--- config.mk ---
export PLATFORM = sky130hd
export DESIGN_NAME = vga_timing_gen_flat
export DESIGN_NICKNAME = d
export VERILOG_FILES = /design/src/rtl/vga_timing_gen_if.sv /design/src/rtl/vga_timing_gen.sv /design/src/flat_wrapper.sv
export SDC_FILE = /design/constraint.sdc
export NUM_CORES = 1
export LEC_CHECK = 0
export ABC_CLOCK_PERIOD_IN_PS = 2400
export CORE_MARGIN = 2
export CORE_UTILIZATION = 42
export DETAILED_ROUTE_END_ITERATION = 8
export MAX_ROUTING_LAYER = met4
export PLACE_DENSITY_LB_ADDON = 0.2
export RECOVER_POWER = 100
export SLEW_MARGIN = 20
export SYNTH_ARGS = -nofsm -noshare
export SYNTH_HDL_FRONTEND = slang
export SYNTH_SLANG_ARGS = --single-unit
--- constraint.sdc ---
create_clock -name clk_50MHz -period 2.4 [get_ports clk_50MHz]
set_input_delay 0.48 -clock clk_50MHz [delete_from_list [all_inputs] [get_ports clk_50MHz]]
set_output_delay 0.48 -clock clk_50MHz [all_outputs]
set_load 0.01 [all_outputs]
--- src/rtl/vga_timing_gen_if.sv ---
// Pixel-side bundle of the VGA timing generator: colour in, timing/colour out.
// The master (timing generator) drives timing and rgb_out; the slave (pixel generator/DAC side) drives rgb_in.
interface vga_timing_gen_if #(
  parameter int COLOR_W = 10,
  parameter int CNT_W   = 10
);
  logic [3*COLOR_W-1:0] rgb_in;
  logic                 p_tick;
  logic [CNT_W-1:0]     x;
  logic [CNT_W-1:0]     y;
  logic                 video_on;
  logic                 frame_end;
  logic                 hsync;
  logic                 vsync;
  logic                 blank_n;
  logic [3*COLOR_W-1:0] rgb_out;

  modport master (
    input  rgb_in,
    output p_tick, x, y, video_on, frame_end, hsync, vsync, blank_n, rgb_out
  );

  modport slave (
    output rgb_in,
    input  p_tick, x, y, video_on, frame_end, hsync, vsync, blank_n, rgb_out
  );
endinterface

--- src/rtl/vga_timing_gen.sv ---
// Parametrised VGA timing generator: pixel-tick divider, h/v counters and a
// one-pixel output pipeline that keeps colour, syncs and blank_n aligned.
module vga_timing_gen #(
  parameter int H_ACTIVE = 640,
  parameter int H_FP     = 16,
  parameter int H_SYNC   = 96,
  parameter int H_BP     = 48,
  parameter int V_ACTIVE = 480,
  parameter int V_FP     = 10,
  parameter int V_SYNC   = 2,
  parameter int V_BP     = 33,
  parameter int CLK_DIV  = 2,
  parameter bit HS_POL   = 1'b0,
  parameter bit VS_POL   = 1'b0,
  parameter int COLOR_W  = 10,
  parameter int CNT_W    = 10
) (
  input logic             clk_50MHz,
  input logic             reset,
  vga_timing_gen_if.master vga
);
  localparam int H_TOTAL = H_ACTIVE + H_FP + H_SYNC + H_BP;
  localparam int V_TOTAL = V_ACTIVE + V_FP + V_SYNC + V_BP;
  localparam int DIV_W   = (CLK_DIV > 1) ? $clog2(CLK_DIV) : 1;

  localparam logic [DIV_W-1:0] DIV_LAST = DIV_W'(CLK_DIV - 1);
  localparam logic [CNT_W-1:0] H_LAST   = CNT_W'(H_TOTAL - 1);
  localparam logic [CNT_W-1:0] V_LAST   = CNT_W'(V_TOTAL - 1);

  // Region bounds are compared at 32 bits so a zero back porch cannot overflow CNT_W.
  localparam logic [31:0] H_ACT_END  = 32'(H_ACTIVE);
  localparam logic [31:0] H_SYNC_BEG = 32'(H_ACTIVE + H_FP);
  localparam logic [31:0] H_SYNC_END = 32'(H_ACTIVE + H_FP + H_SYNC);
  localparam logic [31:0] V_ACT_END  = 32'(V_ACTIVE);
  localparam logic [31:0] V_SYNC_BEG = 32'(V_ACTIVE + V_FP);
  localparam logic [31:0] V_SYNC_END = 32'(V_ACTIVE + V_FP + V_SYNC);

  logic [DIV_W-1:0]     divCnt_q, divCnt_d;
  logic [CNT_W-1:0]     hCnt_q, hCnt_d;
  logic [CNT_W-1:0]     vCnt_q, vCnt_d;
  logic [3*COLOR_W-1:0] rgb_q, rgb_d;
  logic                 blank_q, blank_d;
  logic                 hsync_q, hsync_d;
  logic                 vsync_q, vsync_d;

  logic        pTick, hLast, vLast, videoOn, hsRaw, vsRaw;
  logic [31:0] hCnt32, vCnt32;

  always_comb begin
    hCnt32  = 32'(hCnt_q);
    vCnt32  = 32'(vCnt_q);
    pTick   = (divCnt_q == DIV_LAST);
    hLast   = (hCnt_q == H_LAST);
    vLast   = (vCnt_q == V_LAST);
    videoOn = (hCnt32 < H_ACT_END) && (vCnt32 < V_ACT_END);
    hsRaw   = (hCnt32 >= H_SYNC_BEG) && (hCnt32 < H_SYNC_END);
    vsRaw   = (vCnt32 >= V_SYNC_BEG) && (vCnt32 < V_SYNC_END);
  end

  // Everything except the divider holds between pixel ticks.
  always_comb begin
    divCnt_d = pTick ? '0 : divCnt_q + DIV_W'(1);
    hCnt_d   = hCnt_q;
    vCnt_d   = vCnt_q;
    rgb_d    = rgb_q;
    blank_d  = blank_q;
    hsync_d  = hsync_q;
    vsync_d  = vsync_q;
    if (pTick) begin
      if (hLast) begin
        hCnt_d = '0;
        vCnt_d = vLast ? '0 : vCnt_q + CNT_W'(1);
      end else begin
        hCnt_d = hCnt_q + CNT_W'(1);
      end
      rgb_d   = videoOn ? vga.rgb_in : '0;
      blank_d = videoOn;
      hsync_d = hsRaw ? HS_POL : ~HS_POL;
      vsync_d = vsRaw ? VS_POL : ~VS_POL;
    end
  end

  always_ff @(posedge clk_50MHz) begin
    if (reset) begin
      divCnt_q <= '0;
      hCnt_q   <= '0;
      vCnt_q   <= '0;
      rgb_q    <= '0;
      blank_q  <= 1'b0;
      hsync_q  <= ~HS_POL;
      vsync_q  <= ~VS_POL;
    end else begin
      divCnt_q <= divCnt_d;
      hCnt_q   <= hCnt_d;
      vCnt_q   <= vCnt_d;
      rgb_q    <= rgb_d;
      blank_q  <= blank_d;
      hsync_q  <= hsync_d;
      vsync_q  <= vsync_d;
    end
  end

  assign vga.p_tick    = pTick;
  assign vga.x         = hCnt_q;
  assign vga.y         = vCnt_q;
  assign vga.video_on  = videoOn;
  assign vga.frame_end = pTick && hLast && vLast;
  assign vga.rgb_out   = rgb_q;
  assign vga.blank_n   = blank_q;
  assign vga.hsync     = hsync_q;
  assign vga.vsync     = vsync_q;
endmodule

--- src/flat_wrapper.sv ---
// flat-port wrapper written by rule: the top's interface ports become plain ports
module vga_timing_gen_flat 
#(
  parameter int H_ACTIVE = 640,
  parameter int H_FP     = 16,
  parameter int H_SYNC   = 96,
  parameter int H_BP     = 48,
  parameter int V_ACTIVE = 480,
  parameter int V_FP     = 10,
  parameter int V_SYNC   = 2,
  parameter int V_BP     = 33,
  parameter int CLK_DIV  = 2,
  parameter bit HS_POL   = 1'b0,
  parameter bit VS_POL   = 1'b0,
  parameter int COLOR_W  = 10,
  parameter int CNT_W    = 10
)
  (clk_50MHz, reset, vga_rgb_in, vga_p_tick, vga_x, vga_y, vga_video_on, vga_frame_end, vga_hsync, vga_vsync, vga_blank_n, vga_rgb_out);
  vga_timing_gen_if #(.COLOR_W(COLOR_W), .CNT_W(CNT_W)) vga_i ();
  input logic clk_50MHz;
  input logic reset;
  input wire logic [$bits(vga_i.rgb_in)-1:0] vga_rgb_in;
  output wire logic [$bits(vga_i.p_tick)-1:0] vga_p_tick;
  output wire logic [$bits(vga_i.x)-1:0] vga_x;
  output wire logic [$bits(vga_i.y)-1:0] vga_y;
  output wire logic [$bits(vga_i.video_on)-1:0] vga_video_on;
  output wire logic [$bits(vga_i.frame_end)-1:0] vga_frame_end;
  output wire logic [$bits(vga_i.hsync)-1:0] vga_hsync;
  output wire logic [$bits(vga_i.vsync)-1:0] vga_vsync;
  output wire logic [$bits(vga_i.blank_n)-1:0] vga_blank_n;
  output wire logic [$bits(vga_i.rgb_out)-1:0] vga_rgb_out;
  assign vga_i.rgb_in = vga_rgb_in;
  assign vga_p_tick = vga_i.p_tick;
  assign vga_x = vga_i.x;
  assign vga_y = vga_i.y;
  assign vga_video_on = vga_i.video_on;
  assign vga_frame_end = vga_i.frame_end;
  assign vga_hsync = vga_i.hsync;
  assign vga_vsync = vga_i.vsync;
  assign vga_blank_n = vga_i.blank_n;
  assign vga_rgb_out = vga_i.rgb_out;
  vga_timing_gen #(.H_ACTIVE(H_ACTIVE), .H_FP(H_FP), .H_SYNC(H_SYNC), .H_BP(H_BP), .V_ACTIVE(V_ACTIVE), .V_FP(V_FP), .V_SYNC(V_SYNC), .V_BP(V_BP), .CLK_DIV(CLK_DIV), .HS_POL(HS_POL), .VS_POL(VS_POL), .COLOR_W(COLOR_W), .CNT_W(CNT_W)) u_core (.clk_50MHz(clk_50MHz), .reset(reset), .vga(vga_i));
endmodule
Yosys cells after proc, flatten, opt, wreduce, memory -nomap -nowiden
Index checks and enable logic that the tools add are counted.
{ "word_totals": {"regBits": 54, "in_bits": 32, "output_inout_bits": 56} }
{ "op_classes": {"addsub": 3, "magnitude_cmp": 6, "eq_ne": 2, "mux": 5, "n_reduce_logical": 7} }
{ "op_table": {"columns": ["cell", "n"], "rows": [
  ["$mux W30", 1],
  ["$add A10 B1 Y10 const B", 2],
  ["$eq A10 B10 Y1 const B", 2],
  ["$lt A10 B10 Y1 const B", 2],
  ["$lt A10 B9 Y1 const B", 2],
  ["$mux W10", 2],
  ["$ge A10 B10 Y1 const B", 1],
  ["$ge A10 B9 Y1 const B", 1],
  ["$logic_and A1 B1 Y1", 5],
  ["$mux W1", 2],
  ["$reduce_and A2 Y1", 1],
  ["$reduce_or A2 Y1", 1],
  ["$add A1 B1 Y1 const B", 1]
]} }

Depth between registers and ports, before layout
Gate-level depths: netlist of the first run.
{ "logic_depth": {"ltp_word": 3, "depth_mapped": 7, "ltp_nobuf": 6} }

Least setup slack after synthesis of the first run
No wires, ideal clock.
{ "synth_path": {"path_kind": "register to output", "start": "reg u_core.hCnt_q[0] (netlist: u_core.vga.x[0])", "end": "out vga_frame_end", "arrival_ns": 1.531, "setup_slack_ns": 0.389, "stages_incl_launch_ff": 7, "n_path_buf": 2, "cell_sequence": "dfxtp_1 > ha_1 > and3_1 > buf_2 > nand4_4 > buf_6 > nor3_1"} }
{ "synth_via": {"elab_chain_cells": 3} }
{ "synth_rtl": {"columns": ["element", "line_no", "rtl"], "rows": [
  ["from (decl)", "vga_timing_gen.sv:39", "logic [CNT_W-1:0] hCnt_q, hCnt_d;"],
  ["from (signal assigned)", "vga_timing_gen.sv:94", "hCnt_q <= hCnt_d;"],
  ["$eq A10 B10 Y1", "vga_timing_gen.sv:53", "hLast = (hCnt_q == H_LAST);"],
  ["$logic_and A1 B1 Y1 (2 in a row)", "vga_timing_gen.sv:107", "assign vga.frame_end = pTick && hLast && vLast;"],
  ["to (decl)", "flat_wrapper.sv:27", "output wire logic [$bits(vga_i.frame_end)-1:0] vga_frame_end;"]
]} }
Every way passes these cells.

Worst setup path in the final report of the first run
{ "layout_path": {"start": "reg u_core.vCnt_q[1] (netlist: u_core.vga.y[1])", "end": "out vga_frame_end"} }
{ "layout_via": {"elab_chain_cells": 2} }
{ "layout_rtl": {"columns": ["element", "line_no", "rtl"], "rows": [
  ["from (decl)", "vga_timing_gen.sv:40", "logic [CNT_W-1:0] vCnt_q, vCnt_d;"],
  ["from (signal assigned)", "vga_timing_gen.sv:95", "vCnt_q <= vCnt_d;"],
  ["$eq A10 B10 Y1", "vga_timing_gen.sv:54", "vLast = (vCnt_q == V_LAST);"],
  ["$logic_and A1 B1 Y1", "vga_timing_gen.sv:107", null]
]} }
Every way passes these cells.

==> results of run 1 <==
-- synthesized netlist by cell type (2+ instances only) --
library cell | count | area, µm²
o31ai_1 | 2 | 15.01
or4_1 | 2 | 15.01
xor2_1 | 5 | 43.79
xnor2_1 | 5 | 43.79
buf_6 | 2 | 22.52
nor3_1 | 12 | 60.06
or3_1 | 5 | 31.28
and2_2 | 2 | 15.01
ha_1 | 4 | 50.05
dfxtp_1 | 54 | 1081
o21ai_0 | 7 | 35.03
clkbuf_1 | 8 | 30.03
a22o_1 | 30 | 262.8
nand4_1 | 5 | 31.28
inv_1 | 6 | 22.52
nand2_1 | 14 | 52.55
a21oi_1 | 9 | 45.04
buf_2 | 2 | 10.01
nor2_1 | 9 | 33.78
nand3_1 | 5 | 25.02
-- routing by layer --
| layer | track usage | share of wire | wire length (µm) | up-vias |
|---|---|---|---|---|
| met1 | 0.2550 | 0.45 | 2418 | 905 |
| met4 | 0.04094 | 0.0069 | 37 | 0 |
| li1 | - | - | - | 954 |
| met3 | 0.04284 | 0.057 | 307 | 5 |
| met5 | - | 0 | 0 | - |
| met2 | 0.3051 | 0.49 | 2609 | 60 |
-- metrics by stage --
stage | power (mW) | hold slack, ns | area (µm²) | worst slack, ns | instances
detailed placement | 1.198 | 0.4445 | 3139 | 0.2361 | 364
floorplan | 1.049 | 0.4974 | 2132 | 0.3894 | 208
finish | 1.760 | 0.4681 | 3224 | 0.1875 | 372
global route | 1.817 | 0.4897 | 3224 | 0.06328 | 372
global placement | 1.195 | 0.4363 | 3139 | 0.2684 | 364
CTS | 1.804 | 0.4725 | 3252 | 0.1713 | 372
-- what timing repair did --
item,in CTS,in global routing
setup endpoints to repair,1,0
hold buffers,0,0
resized for setup,1,0
buffers inserted,0,0
-- registers in the layout, summed over array words and instances, names as in the netlist --
register / cells
u_core.vga.vsync: 1
u_core.vga.blank_n: 1
u_core.vga.p_tick: 1
u_core.vga.x: 10
u_core.vga.rgb_out: 30
u_core.vga.y: 10
u_core.vga.hsync: 1
-- worst max-delay path by stage --
stage / startpoint / cells past startpoint / end
after CTS: u_core.vga.y[1] / 6 / vga_frame_end
after global placement: u_core.vga.x[6] / 4 / vga_frame_end
after floorplan: u_core.vga.x[0] / 6 / vga_frame_end
after detailed placement: u_core.vga.y[1] / 6 / vga_frame_end
after global routing: u_core.vga.y[1] / 6 / vga_frame_end
final: u_core.vga.y[1] / 6 / vga_frame_end
-- cell type report --
| class | instances | area [µm²] | area share |
|---|---|---|---|
| flip-flops and latches | 54 | 1081 | 0.3353 |
| repair buffers | 102 | 967.2 | 0.3000 |
| multi-input cells | 135 | 955.9 | 0.2965 |
| well taps | 67 | 83.83 | 0.02600 |
| clock buffers | 5 | 68.82 | 0.02134 |
| clock inverters | 3 | 45.04 | 0.01397 |
| inverters | 6 | 22.52 | 0.006985 |
-- critical path: stages, from the launching register on --
cell,delay [ns]
dfxtp_1,0.37
inv_1,0.09
ha_1,0.13
nor4bb_1,0.26
nand3_1,0.13
nor3_1,0.17
dlygate4sd2_1,0.29
-- cell usage in the layout (no fill, tap or decap), types with 2 or more instances in the layout --
cell / n
nor2_1: 9
o21ai_0: 7
dlygate4sd3_1: 55
clkdlybuf4s50_1: 31
clkinvlp_4: 2
clkbuf_1: 4
nor3_1: 11
a21oi_1: 9
buf_4: 10
or3_1: 5
and4_1: 2
nand4_1: 5
and2_2: 2
inv_1: 6
clkbuf_8: 5
a22o_1: 30
nand2_1: 14
ha_1: 4
o31ai_1: 2
xor2_1: 5
nand3_1: 5
or4_1: 2
dfxtp_1: 54
xnor2_1: 5
-- power breakdown --
group | switching, mW | leakage [nW] | internal (mW)
registers | 0.0183 | 0.440 | 0.932
clock network | 0.294 | 0.0504 | 0.310
logic | 0.0816 | 0.862 | 0.124
-- cells by family after synthesis --
kind of cell | after synthesis | synth area share
simple gates | 67 | 0.1890
xor+xnor | 10 | 0.04108
fa+ha+maj | 4 | 0.02348
buf+inv | 19 | 0.04225
compound gates | 54 | 0.1972
flops | 54 | 0.5070
==> summary.txt, run 1 <==
Outcome
  – Outcome: complete, no violations

Worst setup path
  – Worst reg2reg endpoint: u_core.vga.y[7]
  – Critical path class: reg2out
  – Path depth of the worst reg2reg path: 5
  – CP Launch Type: flop
  – Worst EP required: 1.92 ns
  – Data arrival time at the worst-slack endpoint: 1.73 ns
  – Setup slack of the worst register-to-register path: 0.33 ns
  – Nature of the critical path endpoint: output port
  – Largest fanout of any net on the critical path: 6
  – Startpoint of the worst-slack reg-to-reg timing path: u_core.vga.x[6]

Global routing
  – Number of global-route vias before repair: 1708
  – Overall routing resource usage: 0.1930
  – First-pass GRT wire length: 8135 µm
  – Overflow left after global routing: 0
  – Largest net degree at the start of global routing: 32
  – Initial antenna violation count: 0

Worst hold path
  – Hold path startpoint: u_core.vga.blank_n
  – Hold-critical path endpoint: u_core.vga.blank_n
  – Hold Path Stages: 1
  – Worst min-delay path class: reg2reg

Final layout
  – Number of filler cells placed in the layout: 400
  – Antenna diode count: 0
  – Post-layout nets: 340
  – Layout area overhead: 51.23%
  – Utilization of the core after routing: 0.6694
  – Layout cells sized above 1: 0.09508

Floorplanning
  – Number of cell rows: 25
  – Area of the core: 4817 µm²
  – Chip Height: 75.25 µm
  – Horizontal die dimension: 75.25 µm
  – I/O pin total: 88
  – Starting Density: 0.4426
  – Die area: 5663 µm²

Logic synthesis
  – Number of flops mapped to enable cells by yosys: 0
  – Average cell area after synthesis: 10.25 µm²
  – Warnings from Yosys: 0
  – Post-synthesis cell count: 208
  – Syn_nets: 244
  – Register area share after synthesis: 0.5070
  – Synthesized cell area: 2132 µm²
  – Count of unique library cells instantiated by Yosys: 40
  – Most used DFF post-synth: dfxtp_1
  – Register bit count reported by yosys: 54
  – Synth async-reset ratio: 0

Route
  – Sum of routed wire length over all layers: 5373 µm
  – DRC Markers: 0
  – Count of routing violations after the opening detailed-route iteration: 68
  – Number of vias in the routed layout: 1924
  – Number of iterations in the first detailed-routing pass: 4
  – Post-route ant nets: 0
  – Routed WL per cell: 14.44 µm
  – Average vias per placed instance: 5.172

Timing
  – Hold Violations, Final: 0
  – Fin. max-slew vios: 0
  – Transition time at the pin with the least slew margin: 0.7218 ns
  – Setup violators final: 0
  – Final worst path period share: 0.9219
  – Minimum clock period: 2.212 ns
  – Unrepaired setup endpoints after global routing: no
  – Skew final: 0.003333 ns
  – Worst rel slew slack: 0.5159
  – Final sum of negative setup slack: 0 ns
  – Max frequency: 452.0 MHz

Pwr
  – Pleak: 1.353 nW
  – PwrDens: 545.9 nW/µm²
  – Largest vdd supply drop: 343.0 µV

Placement
  – Detail Placement HPWL: 3942 µm
  – IO buf count: 87
  – Placer Congestion: 0.7922

Clock tree
  – Number of buffers created by CTS: 5
  – Clock insertion delay at the later pin of the skew report: 0.30 ns
  – Clock tree from TritonCTS: done
  – CTS Sinks: 54
  – Clock transition at path regs: 0.09 ns
  – Clock root cell: clkbuf_8
  – CTS HTree Levels: 2
  – CTS Buffer Depth: 2

Job
  – Total of max-cap violations: 0
(Power assumes the default switching activity.)
==> run 2, diff against run 1 <==
Settings changed: RECOVER_POWER 100 to 50.
==> summary.txt, run 2 (synthesized netlist as in run 1, its figures left out) <==
Outcome
  – Outcome: complete, no violations

Final layout
  – Layout Cell Area excl Fill: 3233 µm²
  – Max reg flops: 30
  – Antenna diode count: 0
  – Most common cell after layout, fill and taps aside: clkdlybuf4s50_1
  – Layout area overhead: 51.64%
  – Post-layout nets: 340
  – Final non-filler cell total: 372
  – Commonest cells after routing, fill and taps aside: 73 x clkdlybuf4s50_1, 54 x dfxtp_1, 30 x a22o_1, 14 x nand2_1, 13 x dlygate4sd3_1
  – Layout cells sized above 1: 0.09508

Placement
  – DP Area: 3139 µm²
  – Detail Placement HPWL: 3942 µm
  – IO buf count: 87
  – Instance count after placement with tap cells included: 364
  – Placer Congestion: 0.7922

Clock tree
  – Number of buffers created by CTS: 5
  – Clock transition at path regs: 0.09 ns
  – CTS Buffer Depth: 2
  – Clock root cell: clkbuf_8
  – Clock tree from TritonCTS: done
  – Total of cells resized after clock tree synthesis: 1
  – Clock insertion delay at the later pin of the skew report: 0.30 ns
  – CTS Sinks: 54
  – CTS HTree Levels: 2
  – Number of hold buffers added after cts: 0
  – Buffers inserted by post-CTS timing repair: 0

Route
  – Post-route ant nets: 0
  – Number of vias in the routed layout: 1906
  – Sum of routed wire length over all layers: 5352 µm
  – Count of routing violations after the opening detailed-route iteration: 73
  – Average vias per placed instance: 5.124
  – Number of iterations in the first detailed-routing pass: 4
  – DRC Markers: 0
  – Routed WL per cell: 14.39 µm

Worst setup path
  – Largest fanout of any net on the critical path: 6
  – Critical path class: reg2out
  – Path depth of the worst reg2reg path: 5
  – Standard cell with the maximum stage delay on the critical path: dfxtp_1
  – Data arrival time at the worst-slack endpoint: 1.73 ns
  – Worst path cell trace: inv_1 > ha_1 > nor4bb_1 > nand3_1 > nor3_1 > dlygate4sd2_1
  – Longest individual stage delay on the worst path: 0.37 ns
  – Largest delay contributor family on the critical path: simple AND/OR/NAND/NOR gates
  – Nature of the critical path endpoint: output port
  – CP Launch Type: flop
  – Count of buffering cells on the critical path with inverters included: 2
  – Crit. path cell count: 6
  – Worst EP required: 1.92 ns

Timing
  – Skew final: 0.004013 ns
  – Minimum clock period: 2.213 ns
  – Setup violators final: 0
  – Max frequency: 451.8 MHz
  – Final sum of negative setup slack: 0 ns
  – Worst rel slew slack: 0.5190
  – Hold Violations, Final: 0
  – Fin. max-slew vios: 0
  – Unrepaired setup endpoints after global routing: no
  – Transition time at the pin with the least slew margin: 0.7215 ns
  – Final worst path period share: 0.9222

Floorplanning
  – Starting Density: 0.4426
  – Die area: 5663 µm²
  – Number of cell rows: 25
  – Area of the core: 4817 µm²
  – Horizontal die dimension: 75.25 µm
  – I/O pin total: 88
  – Chip Height: 75.25 µm

Global routing
  – Overall routing resource usage: 0.1930
  – Number of global-route vias before repair: 1708
  – Initial antenna violation count: 0
  – Largest net degree at the start of global routing: 32
  – Overflow left after global routing: 0
  – First-pass GRT wire length: 8135 µm

Pwr
  – Pleak: 1.224 nW
  – PwrDens: 548.3 nW/µm²
  – Largest vdd supply drop: 345.5 µV

Worst hold path
  – Hold Path Stages: 1
  – Worst min-delay path class: reg2reg

Job
  – Total of max-cap violations: 0
-- run 2: worst register-to-register path, stage by stage, from the launching register on --
cell     delay (ns)
dfxtp_1        0.41
nor4b_4        0.37
nand4_4        0.13
buf_4          0.20
o31ai_4        0.45
o21ba_1        0.21
-- run 2: cell type report --
| cell class | instances | area, µm² |
|---|---|---|
| Inverter | 6 | 22.52 |
| Clock buffer | 5 | 68.82 |
| Fill cell | 398 | 1584 |
| Timing Repair Buffer | 102 | 967.2 |
| Multi-Input combinational cell | 135 | 964.7 |
| Sequential cell | 54 | 1081 |
| Tap cell | 67 | 83.83 |
| Clock inverter | 3 | 45.04 |
-- run 2: worst paths after layout --
kind	to	start	slack, ns
max reg2reg	u_core.vga.y[7]	u_core.vga.x[6]	0.54
min	u_core.vga.blank_n	u_core.vga.blank_n	0.47
min reg2reg	u_core.vga.blank_n	u_core.vga.blank_n	0.47
max	vga_frame_end	u_core.vga.y[1]	0.19
-- run 2: routing by layer --
layer	track usage	share of wire	up-vias
met4	0.04094	0.0069	0
li1	-	-	956
met2	0.3051	0.49	56
met3	0.04284	0.056	5
met5	-	0	-
met1	0.2550	0.45	889
-- run 2: power by group --
group | internal (mW) | switching, mW | total, mW
Sequential | 0.932 | 0.0193 | 0.951
Combinational | 0.134 | 0.0818 | 0.216
Clock | 0.310 | 0.296 | 0.606
-- run 2: metrics by stage --
step | hold slack [ns] | power [mW] | setup WS (ns) | util
finish | 0.4716 | 1.773 | 0.1867 | 0.6712
global route | 0.4945 | 1.828 | 0.05717 | 0.6712
global placement | 0.4363 | 1.195 | 0.2684 | 0.6517
detailed placement | 0.4445 | 1.198 | 0.2361 | 0.6517
CTS | 0.4725 | 1.804 | 0.1713 | 0.6751
floorplan | 0.4974 | 1.049 | 0.3894 | -
